## src/rtl/snes_poll_if.sv

```systemverilog
// Pad bus and result bus of the SNES poll scheduler: shared latch/clock out,
// two serial data lines in, and the published button words with their strobe.
interface snes_poll_if;
    logic        enable;
    logic        poll_now;
    logic        SNES_Data_1;
    logic        SNES_Data_2;
    logic        SNES_Latch;
    logic        SNES_clk_1;
    logic [11:0] btn_p1;
    logic [11:0] btn_p2;
    logic [1:0]  pad_present;
    logic        frame_valid;
    logic        busy;

    modport master (
        input  enable, poll_now, SNES_Data_1, SNES_Data_2,
        output SNES_Latch, SNES_clk_1, btn_p1, btn_p2, pad_present, frame_valid, busy
    );

    modport slave (
        output enable, poll_now, SNES_Data_1, SNES_Data_2,
        input  SNES_Latch, SNES_clk_1, btn_p1, btn_p2, pad_present, frame_valid, busy
    );
endinterface

```

## src/rtl/snes_poll_scheduler.sv

```systemverilog
// Two-pad SNES poller: latch, 16 clock pulses, capture 16 bits per pad, then
// publish both decoded button words together with a one-cycle frame_valid.
module snes_poll_scheduler #(
    parameter int LATCH_CYC = 300,
    parameter int HALF_CYC  = 150,
    parameter int POLL_CYC  = 416667
) (
    input  logic        clk_25M,
    input  logic        rst_n,
    snes_poll_if.master bus
);
    localparam int PHASE_MAX = (LATCH_CYC > HALF_CYC) ? LATCH_CYC : HALF_CYC;
    localparam int CW = (PHASE_MAX > 1) ? $clog2(PHASE_MAX) : 1;
    localparam int TW = (POLL_CYC > 1) ? $clog2(POLL_CYC) : 1;
    localparam logic [CW-1:0] LATCH_LAST = CW'(LATCH_CYC - 1);
    localparam logic [CW-1:0] HALF_LAST  = CW'(HALF_CYC - 1);
    localparam logic [TW-1:0] POLL_LAST  = TW'(POLL_CYC - 1);

    typedef enum logic [2:0] {IDLE, LATCH, WAIT0, LOW, HIGH, DONE} state_t;

    state_t        state;
    logic [CW-1:0] cnt;
    logic [4:0]    pulse;
    logic [15:0]   sh1;
    logic [15:0]   sh2;
    logic [TW-1:0] tmr;
    logic          pending;
    logic          trigger;

    // Pad IDs are 1111 on bits 12..15; a pulled-down absent line reads 0000.
    function automatic logic pad_detect(input logic [15:0] w);
        return &w[15:12];
    endfunction

    function automatic logic [11:0] pad_buttons(input logic [15:0] w);
        return pad_detect(w) ? ~w[11:0] : 12'h000;
    endfunction

    assign trigger = bus.poll_now | (bus.enable & (tmr == POLL_LAST));

    always_ff @(posedge clk_25M or negedge rst_n) begin
        if (!rst_n) begin
            tmr <= '0;
        end else if (!bus.enable || tmr == POLL_LAST) begin
            tmr <= '0;
        end else begin
            tmr <= tmr + 1'b1;
        end
    end

    always_ff @(posedge clk_25M or negedge rst_n) begin
        if (!rst_n) begin
            state           <= IDLE;
            cnt             <= '0;
            pulse           <= '0;
            sh1             <= '0;
            sh2             <= '0;
            pending         <= 1'b0;
            bus.SNES_Latch  <= 1'b0;
            bus.SNES_clk_1  <= 1'b1;
            bus.btn_p1      <= '0;
            bus.btn_p2      <= '0;
            bus.pad_present <= '0;
            bus.frame_valid <= 1'b0;
            bus.busy        <= 1'b0;
        end else begin
            bus.frame_valid <= 1'b0;
            // Triggers arriving mid-frame collapse into one pending request.
            if (trigger && state != IDLE && state != DONE) begin
                pending <= 1'b1;
            end
            case (state)
                IDLE: begin
                    if (trigger) begin
                        state          <= LATCH;
                        cnt            <= '0;
                        bus.SNES_Latch <= 1'b1;
                        bus.busy       <= 1'b1;
                    end
                end
                LATCH: begin
                    if (cnt == LATCH_LAST) begin
                        state          <= WAIT0;
                        cnt            <= '0;
                        bus.SNES_Latch <= 1'b0;
                    end else begin
                        cnt <= cnt + 1'b1;
                    end
                end
                WAIT0: begin
                    if (cnt == HALF_LAST) begin
                        sh1[0]         <= bus.SNES_Data_1;
                        sh2[0]         <= bus.SNES_Data_2;
                        state          <= LOW;
                        cnt            <= '0;
                        pulse          <= 5'd1;
                        bus.SNES_clk_1 <= 1'b0;
                    end else begin
                        cnt <= cnt + 1'b1;
                    end
                end
                LOW: begin
                    if (cnt == HALF_LAST) begin
                        state          <= HIGH;
                        cnt            <= '0;
                        bus.SNES_clk_1 <= 1'b1;
                    end else begin
                        cnt <= cnt + 1'b1;
                    end
                end
                HIGH: begin
                    if (cnt == HALF_LAST) begin
                        cnt <= '0;
                        // Pulse 16 only returns the pads to their idle bit; nothing to keep.
                        if (pulse == 5'd16) begin
                            state           <= DONE;
                            bus.btn_p1      <= pad_buttons(sh1);
                            bus.btn_p2      <= pad_buttons(sh2);
                            bus.pad_present <= {pad_detect(sh2), pad_detect(sh1)};
                            bus.frame_valid <= 1'b1;
                        end else begin
                            sh1[pulse[3:0]] <= bus.SNES_Data_1;
                            sh2[pulse[3:0]] <= bus.SNES_Data_2;
                            state           <= LOW;
                            pulse           <= pulse + 5'd1;
                            bus.SNES_clk_1  <= 1'b0;
                        end
                    end else begin
                        cnt <= cnt + 1'b1;
                    end
                end
                DONE: begin
                    if (pending || trigger) begin
                        state          <= LATCH;
                        cnt            <= '0;
                        pending        <= 1'b0;
                        bus.SNES_Latch <= 1'b1;
                    end else begin
                        state    <= IDLE;
                        bus.busy <= 1'b0;
                    end
                end
                default: state <= IDLE;
            endcase
        end
    end
endmodule

```

## src/flat_wrapper.sv

```systemverilog
// flat-port wrapper written by rule: the top's interface ports become plain ports
module snes_poll_scheduler_flat 
#(
    parameter int LATCH_CYC = 300,
    parameter int HALF_CYC  = 150,
    parameter int POLL_CYC  = 416667
)
  (clk_25M, rst_n, bus_enable, bus_poll_now, bus_SNES_Data_1, bus_SNES_Data_2, bus_SNES_Latch, bus_SNES_clk_1, bus_btn_p1, bus_btn_p2, bus_pad_present, bus_frame_valid, bus_busy);
  snes_poll_if bus_i ();
  input  logic clk_25M;
  input  logic rst_n;
  input wire logic [$bits(bus_i.enable)-1:0] bus_enable;
  input wire logic [$bits(bus_i.poll_now)-1:0] bus_poll_now;
  input wire logic [$bits(bus_i.SNES_Data_1)-1:0] bus_SNES_Data_1;
  input wire logic [$bits(bus_i.SNES_Data_2)-1:0] bus_SNES_Data_2;
  output wire logic [$bits(bus_i.SNES_Latch)-1:0] bus_SNES_Latch;
  output wire logic [$bits(bus_i.SNES_clk_1)-1:0] bus_SNES_clk_1;
  output wire logic [$bits(bus_i.btn_p1)-1:0] bus_btn_p1;
  output wire logic [$bits(bus_i.btn_p2)-1:0] bus_btn_p2;
  output wire logic [$bits(bus_i.pad_present)-1:0] bus_pad_present;
  output wire logic [$bits(bus_i.frame_valid)-1:0] bus_frame_valid;
  output wire logic [$bits(bus_i.busy)-1:0] bus_busy;
  assign bus_i.enable = bus_enable;
  assign bus_i.poll_now = bus_poll_now;
  assign bus_i.SNES_Data_1 = bus_SNES_Data_1;
  assign bus_i.SNES_Data_2 = bus_SNES_Data_2;
  assign bus_SNES_Latch = bus_i.SNES_Latch;
  assign bus_SNES_clk_1 = bus_i.SNES_clk_1;
  assign bus_btn_p1 = bus_i.btn_p1;
  assign bus_btn_p2 = bus_i.btn_p2;
  assign bus_pad_present = bus_i.pad_present;
  assign bus_frame_valid = bus_i.frame_valid;
  assign bus_busy = bus_i.busy;
  snes_poll_scheduler #(.LATCH_CYC(LATCH_CYC), .HALF_CYC(HALF_CYC), .POLL_CYC(POLL_CYC)) u_core (.clk_25M(clk_25M), .rst_n(rst_n), .bus(bus_i));
endmodule
```

## config.mk

```make
export PLATFORM = sky130hd
export DESIGN_NAME = snes_poll_scheduler_flat
export DESIGN_NICKNAME = d
export VERILOG_FILES = /design/src/rtl/snes_poll_if.sv /design/src/rtl/snes_poll_scheduler.sv /design/src/flat_wrapper.sv
export SDC_FILE = /design/constraint.sdc
export NUM_CORES = 1
export LEC_CHECK = 0
export CAP_MARGIN = 40
export CORE_ASPECT_RATIO = 0.8
export CORE_MARGIN = 5
export CORE_UTILIZATION = 35
export DETAILED_ROUTE_END_ITERATION = 8
export MAX_ROUTING_LAYER = met4
export PLACE_DENSITY = 0.51
export SYNTH_ARGS = -nofsm -noshare
export SYNTH_HDL_FRONTEND = slang
export SYNTH_SLANG_ARGS = --single-unit
```

## constraint.sdc

```tcl
create_clock -name clk_25M -period 3 [get_ports clk_25M]
set_input_delay 0.6 -clock clk_25M [delete_from_list [all_inputs] [get_ports clk_25M]]
set_output_delay 0.6 -clock clk_25M [all_outputs]
set_load 0.01 [all_outputs]
```

Word level (Yosys, flattened, before mapping)

Cells that the tools add are included.

Bits in registers: 99
Output and inout bits: 30
Input port bits: 6

Order comparisons: 2
Muxes and demuxes: 49
$add $sub $neg: 3
Bitwise operators: 5
Reduce and logical (&&, ||, !) cells: 24
Equal/unequal tests: 18

Operators by type and width:

| kind                                                            | number |
|---|---|
| 9-bit two-way mux                                               | 4 |
| 9-bit one-hot mux with 4 select lines                           | 1 |
| 16-bit bitwise mux                                              | 2 |
| 12-bit two-way mux                                              | 2 |
| 12-bit inverter                                                 | 2 |
| 1-bit two-way mux                                               | 22 |
| 19-bit by 1-bit adder with 19-bit output, second input constant | 1 |
| 19-bit == test, second input constant                           | 1 |
| 19-bit two-way mux                                              | 1 |
| 3-bit two-way mux                                               | 6 |
| 3-bit one-hot mux with 6 select lines                           | 1 |
| 4-bit AND reduction                                             | 4 |
| 5-bit two-way mux                                               | 3 |
| 2-bit by 1-bit != test with 1-bit output, second input constant | 6 |
| 3-bit AND reduction                                             | 4 |
| 5-bit one-hot mux with 2 select lines                           | 1 |
| 5-bit AND reduction                                             | 2 |
| 9-bit by 1-bit adder with 9-bit output, second input constant   | 1 |
| 9-bit by 8-bit == test with 1-bit output, second input constant | 1 |
| 9-bit == test, second input constant                            | 1 |
| 3-bit nonzero test                                              | 3 |
| 3-bit by 2-bit == test with 1-bit output, second input constant | 2 |
| 3-bit == test, second input constant                            | 2 |
| 1-bit one-hot mux with 2 select lines                           | 3 |
| 19 further kinds                                                | 25 |

Longest topological paths before layout

Depth in word-level cells: 8
Gate-level depth with buffers: 9
Depth with buffers taken out: 7

Worst setup path after synthesis

Ideal clock, no wire load.

Kind: flip-flop to flip-flop
From: register u_core.cnt[6]
To: register u_core.sh1[7]
Arrival: 2249 ps
Cell stages (with the launch flop): 8
Path slack: 623 ps
Clock period less this slack: 2377 ps
Data required time: 2873 ps
Setup time: 127 ps
Cell sequence: dfrtp_1 buf_6 or4b_4 or4b_1 buf_6 nor3b_4 nand2_1 mux2_1

Cells in the longest elaborated chain, start to end: 2

Ends and longest elaborated chain:

| what                                     | line                       | RTL |
|---|---|---|
| start: declaration                       | snes_poll_scheduler.sv:22  | `logic [CW-1:0] cnt;` |
| start signal: assignment                 | snes_poll_scheduler.sv:87  | `cnt <= cnt + 1'b1;` |
| start signal: assignment                 | snes_poll_scheduler.sv:99  | `cnt <= cnt + 1'b1;` |
| start signal: assignment                 | snes_poll_scheduler.sv:108 | `cnt <= cnt + 1'b1;` |
| 9-bit by 8-bit == test with 1-bit output | snes_poll_scheduler.sv:112 | `if (cnt == HALF_LAST) begin` |
| 3-bit AND reduction (no line)            | --                         |  |
| end signal: indexed assignment           | snes_poll_scheduler.sv:122 | `sh1[pulse[3:0]] <= bus.SNES_Data_1;` |
| end: declaration                         | snes_poll_scheduler.sv:24  | `logic [15:0] sh1;` |

No other way between the ends.
A chain may end at the register's enable or synchronous reset.

Worst setup path in the final report

From: register u_core.cnt[3]
To: register u_core.sh2[10]

Cells in the longest elaborated chain, start to end: 2

Ends and longest elaborated chain:

| what                                     | line                       | RTL |
|---|---|---|
| 9-bit by 8-bit == test with 1-bit output | snes_poll_scheduler.sv:112 |  |
| 3-bit AND reduction (no line)            | --                         |  |
| end signal: indexed assignment           | snes_poll_scheduler.sv:123 | `sh2[pulse[3:0]] <= bus.SNES_Data_2;` |
| end: declaration                         | snes_poll_scheduler.sv:25  | `logic [15:0] sh2;` |

No other way between the ends.

==> flow_results.xml <==
<?xml version="1.0" encoding="UTF-8"?>
<metrics>
  <group name="global_route">
    <metric name="groute.usage.overall" unit="%">13.5</metric>
    <metric name="via_count_of_the_first_global_routing_pass" unit="">3237</metric>
    <metric name="grt_remaining_overflow" unit="">0</metric>
    <metric name="number_of_antenna_violations_at_the_first_check_in_global_routing" unit="">0</metric>
    <metric name="grt_max_degree" unit="">54</metric>
    <metric name="grt_first_pass_wirelength" unit="um">16500</metric>
  </group>
  <group name="critical_path">
    <metric name="timing.critical_path.required" unit="ns">3.24</metric>
    <metric name="critPathMaxFanout" unit="">7</metric>
    <metric name="critical_path.top_delay_family" unit="">simple AND/OR/NAND/NOR gates</metric>
    <metric name="start_kind" unit="">register</metric>
    <metric name="critPathMaxStageDelay" unit="ns">0.72</metric>
    <metric name="cp_data_arrival_time" unit="ns">2.84</metric>
    <metric name="path_cells" unit="">or4b_4 &gt; or4b_1 &gt; nor3b_4 &gt; nand2_1 &gt; mux2_2</metric>
    <metric name="critical_path_class" unit="">reg -&gt; reg</metric>
    <metric name="cp_slowest_cell" unit="">sky130_fd_sc_hd__or4b_1</metric>
    <metric name="critPathBufInv" unit="">0</metric>
    <metric name="cp-end-kind" unit="">register</metric>
  </group>
  <group name="route">
    <metric name="routedWlPerCell" unit="um">14.7</metric>
    <metric name="route.vias.total" unit="">3268</metric>
    <metric name="drt_first_pass_iters" unit="">4</metric>
    <metric name="antenna_viol_nets_final" unit="">0</metric>
    <metric name="viasPerCell" unit="">5.04</metric>
    <metric name="dr.first_iter.drc_count" unit="">118</metric>
    <metric name="wirelength" unit="um">9530</metric>
    <metric name="drc" unit="">0</metric>
  </group>
  <group name="place">
    <metric name="standard_cell_area_after_detailed_placement" unit="um^2">5120</metric>
    <metric name="gp_congestion" unit="">0.767</metric>
    <metric name="numPortBuffers" unit="">35</metric>
    <metric name="post_detailed_placement_half_perimeter_wirelength" unit="um">6580</metric>
    <metric name="dp.cells" unit="">633</metric>
  </group>
  <group name="floorplanning">
    <metric name="die_width" unit="um">138</metric>
    <metric name="floorplan.rows" unit="">37</metric>
    <metric name="core_region_area" unit="um^2">12900</metric>
    <metric name="initial_core_util" unit="%">35.7</metric>
    <metric name="die-area" unit="um^2">15500</metric>
    <metric name="top_level_ports" unit="">36</metric>
    <metric name="die_y" unit="um">112</metric>
  </group>
  <group name="final_layout">
    <metric name="cell_area_after_layout" unit="um^2">5430</metric>
    <metric name="area_of_all_sequential_standard_cells" unit="um^2">2480</metric>
    <metric name="combined_area_of_the_multi_input_logic_cells" unit="um^2">1950</metric>
    <metric name="drive_above_1_share" unit="%">13.7</metric>
    <metric name="diodes" unit="">0</metric>
    <metric name="filler_cell_count" unit="">1275</metric>
    <metric name="layout-area-overhead-vs-synth" unit="%">18.2</metric>
    <metric name="final_net_count" unit="">483</metric>
    <metric name="final_cell_count_no_fill" unit="">649</metric>
  </group>
  <group name="sta">
    <metric name="finClkSkew" unit="ns">0.00762</metric>
    <metric name="final.setup.tns" unit="ns">0</metric>
    <metric name="timing_worst_slew_pin_value" unit="ns">0.674</metric>
    <metric name="post-route-period-util" unit="%">86.8</metric>
    <metric name="maxClockFrequency" unit="GHz">0.384</metric>
    <metric name="finalHoldViolations" unit="">0</metric>
    <metric name="setup_repair_after_global_routing_missed_its_margin" unit="">no</metric>
    <metric name="slew_headroom" unit="%">55.1</metric>
    <metric name="layout_min_cycle_time" unit="ns">2.60</metric>
    <metric name="setup-violations-final" unit="">0</metric>
    <metric name="drv_slew" unit="">0</metric>
  </group>
  <group name="cts">
    <metric name="clock_tree.buffer_depth" unit="">2</metric>
    <metric name="total_number_of_h_tree_levels" unit="">3</metric>
    <metric name="cts.root.buffer_cell" unit="">sky130_fd_sc_hd__clkbuf_16</metric>
    <metric name="cts_sinks" unit="">99</metric>
    <metric name="cts_buffers" unit="">9</metric>
    <metric name="number_of_buffers_added_to_fix_hold_violations_after_cts" unit="">0</metric>
    <metric name="tritoncts" unit="">yes</metric>
    <metric name="post_cts_setup_buffer_count" unit="">0</metric>
    <metric name="worstSkewPairLatency" unit="ns">0.35</metric>
    <metric name="post_cts_resized" unit="">0</metric>
    <metric name="cts.reportedPaths.clkPinSlew" unit="ns">0.07</metric>
  </group>
  <group name="synth">
    <metric name="syn-mean-instance-area" unit="um^2">10.5</metric>
    <metric name="post_synthesis_net_count" unit="">449</metric>
    <metric name="ys_seq_area_share" unit="%">54.0</metric>
    <metric name="ys_warn_count" unit="">0</metric>
    <metric name="synth.distinct_cells" unit="">52</metric>
    <metric name="synth-main-ff-cell" unit="">sky130_fd_sc_hd__dfrtp_1</metric>
    <metric name="postSynth.asyncResetShare" unit="%">100</metric>
    <metric name="number_of_enable_type_register_cells_in_the_synthesized_netlist" unit="">0</metric>
    <metric name="syn-instance-count" unit="">435</metric>
    <metric name="postSynthRegisterBits" unit="">99</metric>
    <metric name="netlist_area" unit="um^2">4590</metric>
  </group>
  <group name="power_and_ir_drop">
    <metric name="power.density_cell_area" unit="nW/um^2">584</metric>
    <metric name="post-layout-total-power" unit="uW">3170</metric>
    <metric name="largest_voltage_drop_on_the_vdd_net" unit="mV">0.304</metric>
    <metric name="power_leakage" unit="uW">0.00224</metric>
  </group>
  <group name="worst_hold_path">
    <metric name="hp-class" unit="">in -&gt; async</metric>
  </group>
  <group name="job">
    <metric name="drv.max_cap_violation_count" unit="">0</metric>
  </group>
  <group name="run_status">
    <metric name="status" unit="">finished, final reports clean</metric>
  </group>
</metrics>
## power breakdown
part           internal, uW  switching (uW)
clock network           677             517
registers              1430             100
logic                   192             254
total                  2300             871
## Yosys cell counts (2+ instances only)
cell type | number | share of area [%]
sky130_fd_sc_hd__dfrtp_1 | 98 | 53
sky130_fd_sc_hd__nand2_1 | 66 | 5.4
sky130_fd_sc_hd__o21ai_0 | 33 | 3.6
sky130_fd_sc_hd__mux2_2 | 31 | 7.6
sky130_fd_sc_hd__nor2_1 | 30 | 2.5
sky130_fd_sc_hd__clkbuf_1 | 15 | 1.2
sky130_fd_sc_hd__a21oi_1 | 14 | 1.5
sky130_fd_sc_hd__a31oi_1 | 11 | 1.5
sky130_fd_sc_hd__inv_1 | 10 | 0.82
sky130_fd_sc_hd__nand3_1 | 10 | 1.1
sky130_fd_sc_hd__and3_1 | 9 | 1.2
sky130_fd_sc_hd__xor2_1 | 9 | 1.7
sky130_fd_sc_hd__ha_1 | 8 | 2.2
sky130_fd_sc_hd__xnor2_1 | 8 | 1.5
sky130_fd_sc_hd__nor3_1 | 7 | 0.76
sky130_fd_sc_hd__or3_1 | 7 | 0.95
sky130_fd_sc_hd__nand4_1 | 6 | 0.82
sky130_fd_sc_hd__a21o_1 | 5 | 0.82
sky130_fd_sc_hd__buf_6 | 5 | 1.2
sky130_fd_sc_hd__o21ai_1 | 4 | 0.44
sky130_fd_sc_hd__nand2b_1 | 3 | 0.41
sky130_fd_sc_hd__nor2b_1 | 3 | 0.41
sky130_fd_sc_hd__nor3b_1 | 3 | 0.49
sky130_fd_sc_hd__nor4bb_1 | 3 | 0.65
sky130_fd_sc_hd__o41ai_1 | 3 | 0.57
sky130_fd_sc_hd__a21boi_0 | 2 | 0.33
sky130_fd_sc_hd__nand4bb_1 | 2 | 0.49
sky130_fd_sc_hd__nor3b_4 | 2 | 0.82
sky130_fd_sc_hd__nor4_1 | 2 | 0.27
sky130_fd_sc_hd__o22ai_1 | 2 | 0.27
sky130_fd_sc_hd__o31ai_1 | 2 | 0.33
sky130_fd_sc_hd__or2_4 | 2 | 0.38
## layout by cell type (no fill, tap or decap), types with 9 or more instances in the layout
cell type | netlist | routed
sky130_fd_sc_hd__nand3_1 | 10 | 10
sky130_fd_sc_hd__clkdlybuf4s50_1 | 0 | 34
sky130_fd_sc_hd__nor2_1 | 30 | 30
sky130_fd_sc_hd__dfrtp_1 | 98 | 98
sky130_fd_sc_hd__nand2_1 | 66 | 66
sky130_fd_sc_hd__and3_1 | 9 | 9
sky130_fd_sc_hd__a31oi_1 | 11 | 11
sky130_fd_sc_hd__mux2_2 | 31 | 31
sky130_fd_sc_hd__xor2_1 | 9 | 9
sky130_fd_sc_hd__o21ai_0 | 33 | 33
sky130_fd_sc_hd__clkbuf_16 | 0 | 9
sky130_fd_sc_hd__a21oi_1 | 14 | 14
sky130_fd_sc_hd__buf_4 | 0 | 9
sky130_fd_sc_hd__inv_1 | 10 | 10
## state kept, by name (all words and copies together), names as in the netlist
register                flops
u_core.bus.pad_present      2
u_core.bus.btn_p2          12
u_core.bus.SNES_clk_1       1
u_core.bus.btn_p1          12
u_core.bus.frame_valid      1
u_core.pending              1
u_core.state                3
u_core.cnt                  9
u_core.sh1                 16
u_core.bus.SNES_Latch       1
u_core.tmr                 19
u_core.pulse                5
u_core.sh2                 16
u_core.bus.busy             1
## path summary, 6_finish.rpt
check,from,endpoint,slack [ns],cells past startpoint
hold / removal,rst_n,u_core.bus.btn_p1[4],0.29,1
hold reg to reg,u_core.sh1[7],u_core.bus.btn_p1[7],0.45,1
max in group asynchronous,rst_n,u_core.tmr[16],2.02,2
min in group clk_25M,u_core.sh1[7],u_core.bus.btn_p1[7],0.45,1
setup reg to reg,u_core.cnt[3],u_core.sh2[10],0.40,5
setup / recovery,u_core.cnt[3],u_core.sh2[10],0.40,5
## routing by layer
metal | GRT usage, % | wire length [um] | part of all wire, % | up-vias
met4 | 3.36 | 93 | 0.98 | 0
met1 | 18.2 | 4830 | 51 | 1590
met2 | 19.3 | 4160 | 44 | 63
met5 | - | 0 | 0 | -
met3 | 4.86 | 454 | 4.8 | 6
li1 | - | - | - | 1609
## through the flow
stage	util, %	hold slack [ns]	setup slack, ns
floorplan	-	0.304	0.623
CTS	42.2	0.308	0.384
global route	42.2	0.354	0.262
global placement	39.8	0.442	0.431
detailed placement	39.8	0.447	0.402
finish	42.2	0.292	0.397
## final cells by class
cell class	count	area share, %
Inverter	10	0.692
Tap cell	175	4.04
Multi-Input combinational cell	305	36.0
Clock buffer	10	4.40
Clock inverter	6	1.27
Timing Repair Buffer	44	7.89
Sequential cell	99	45.7
## logic make-up after synthesis
family	after synthesis	synth area share, %
buf+inv	31	3.38
fa+ha+maj	8	2.18
flops	99	54.0
xor+xnor	17	3.25
mux	32	7.85
simple gates	165	18.6
compound gates	83	10.7
No activity file was read; power rests on OpenSTA's default activity.
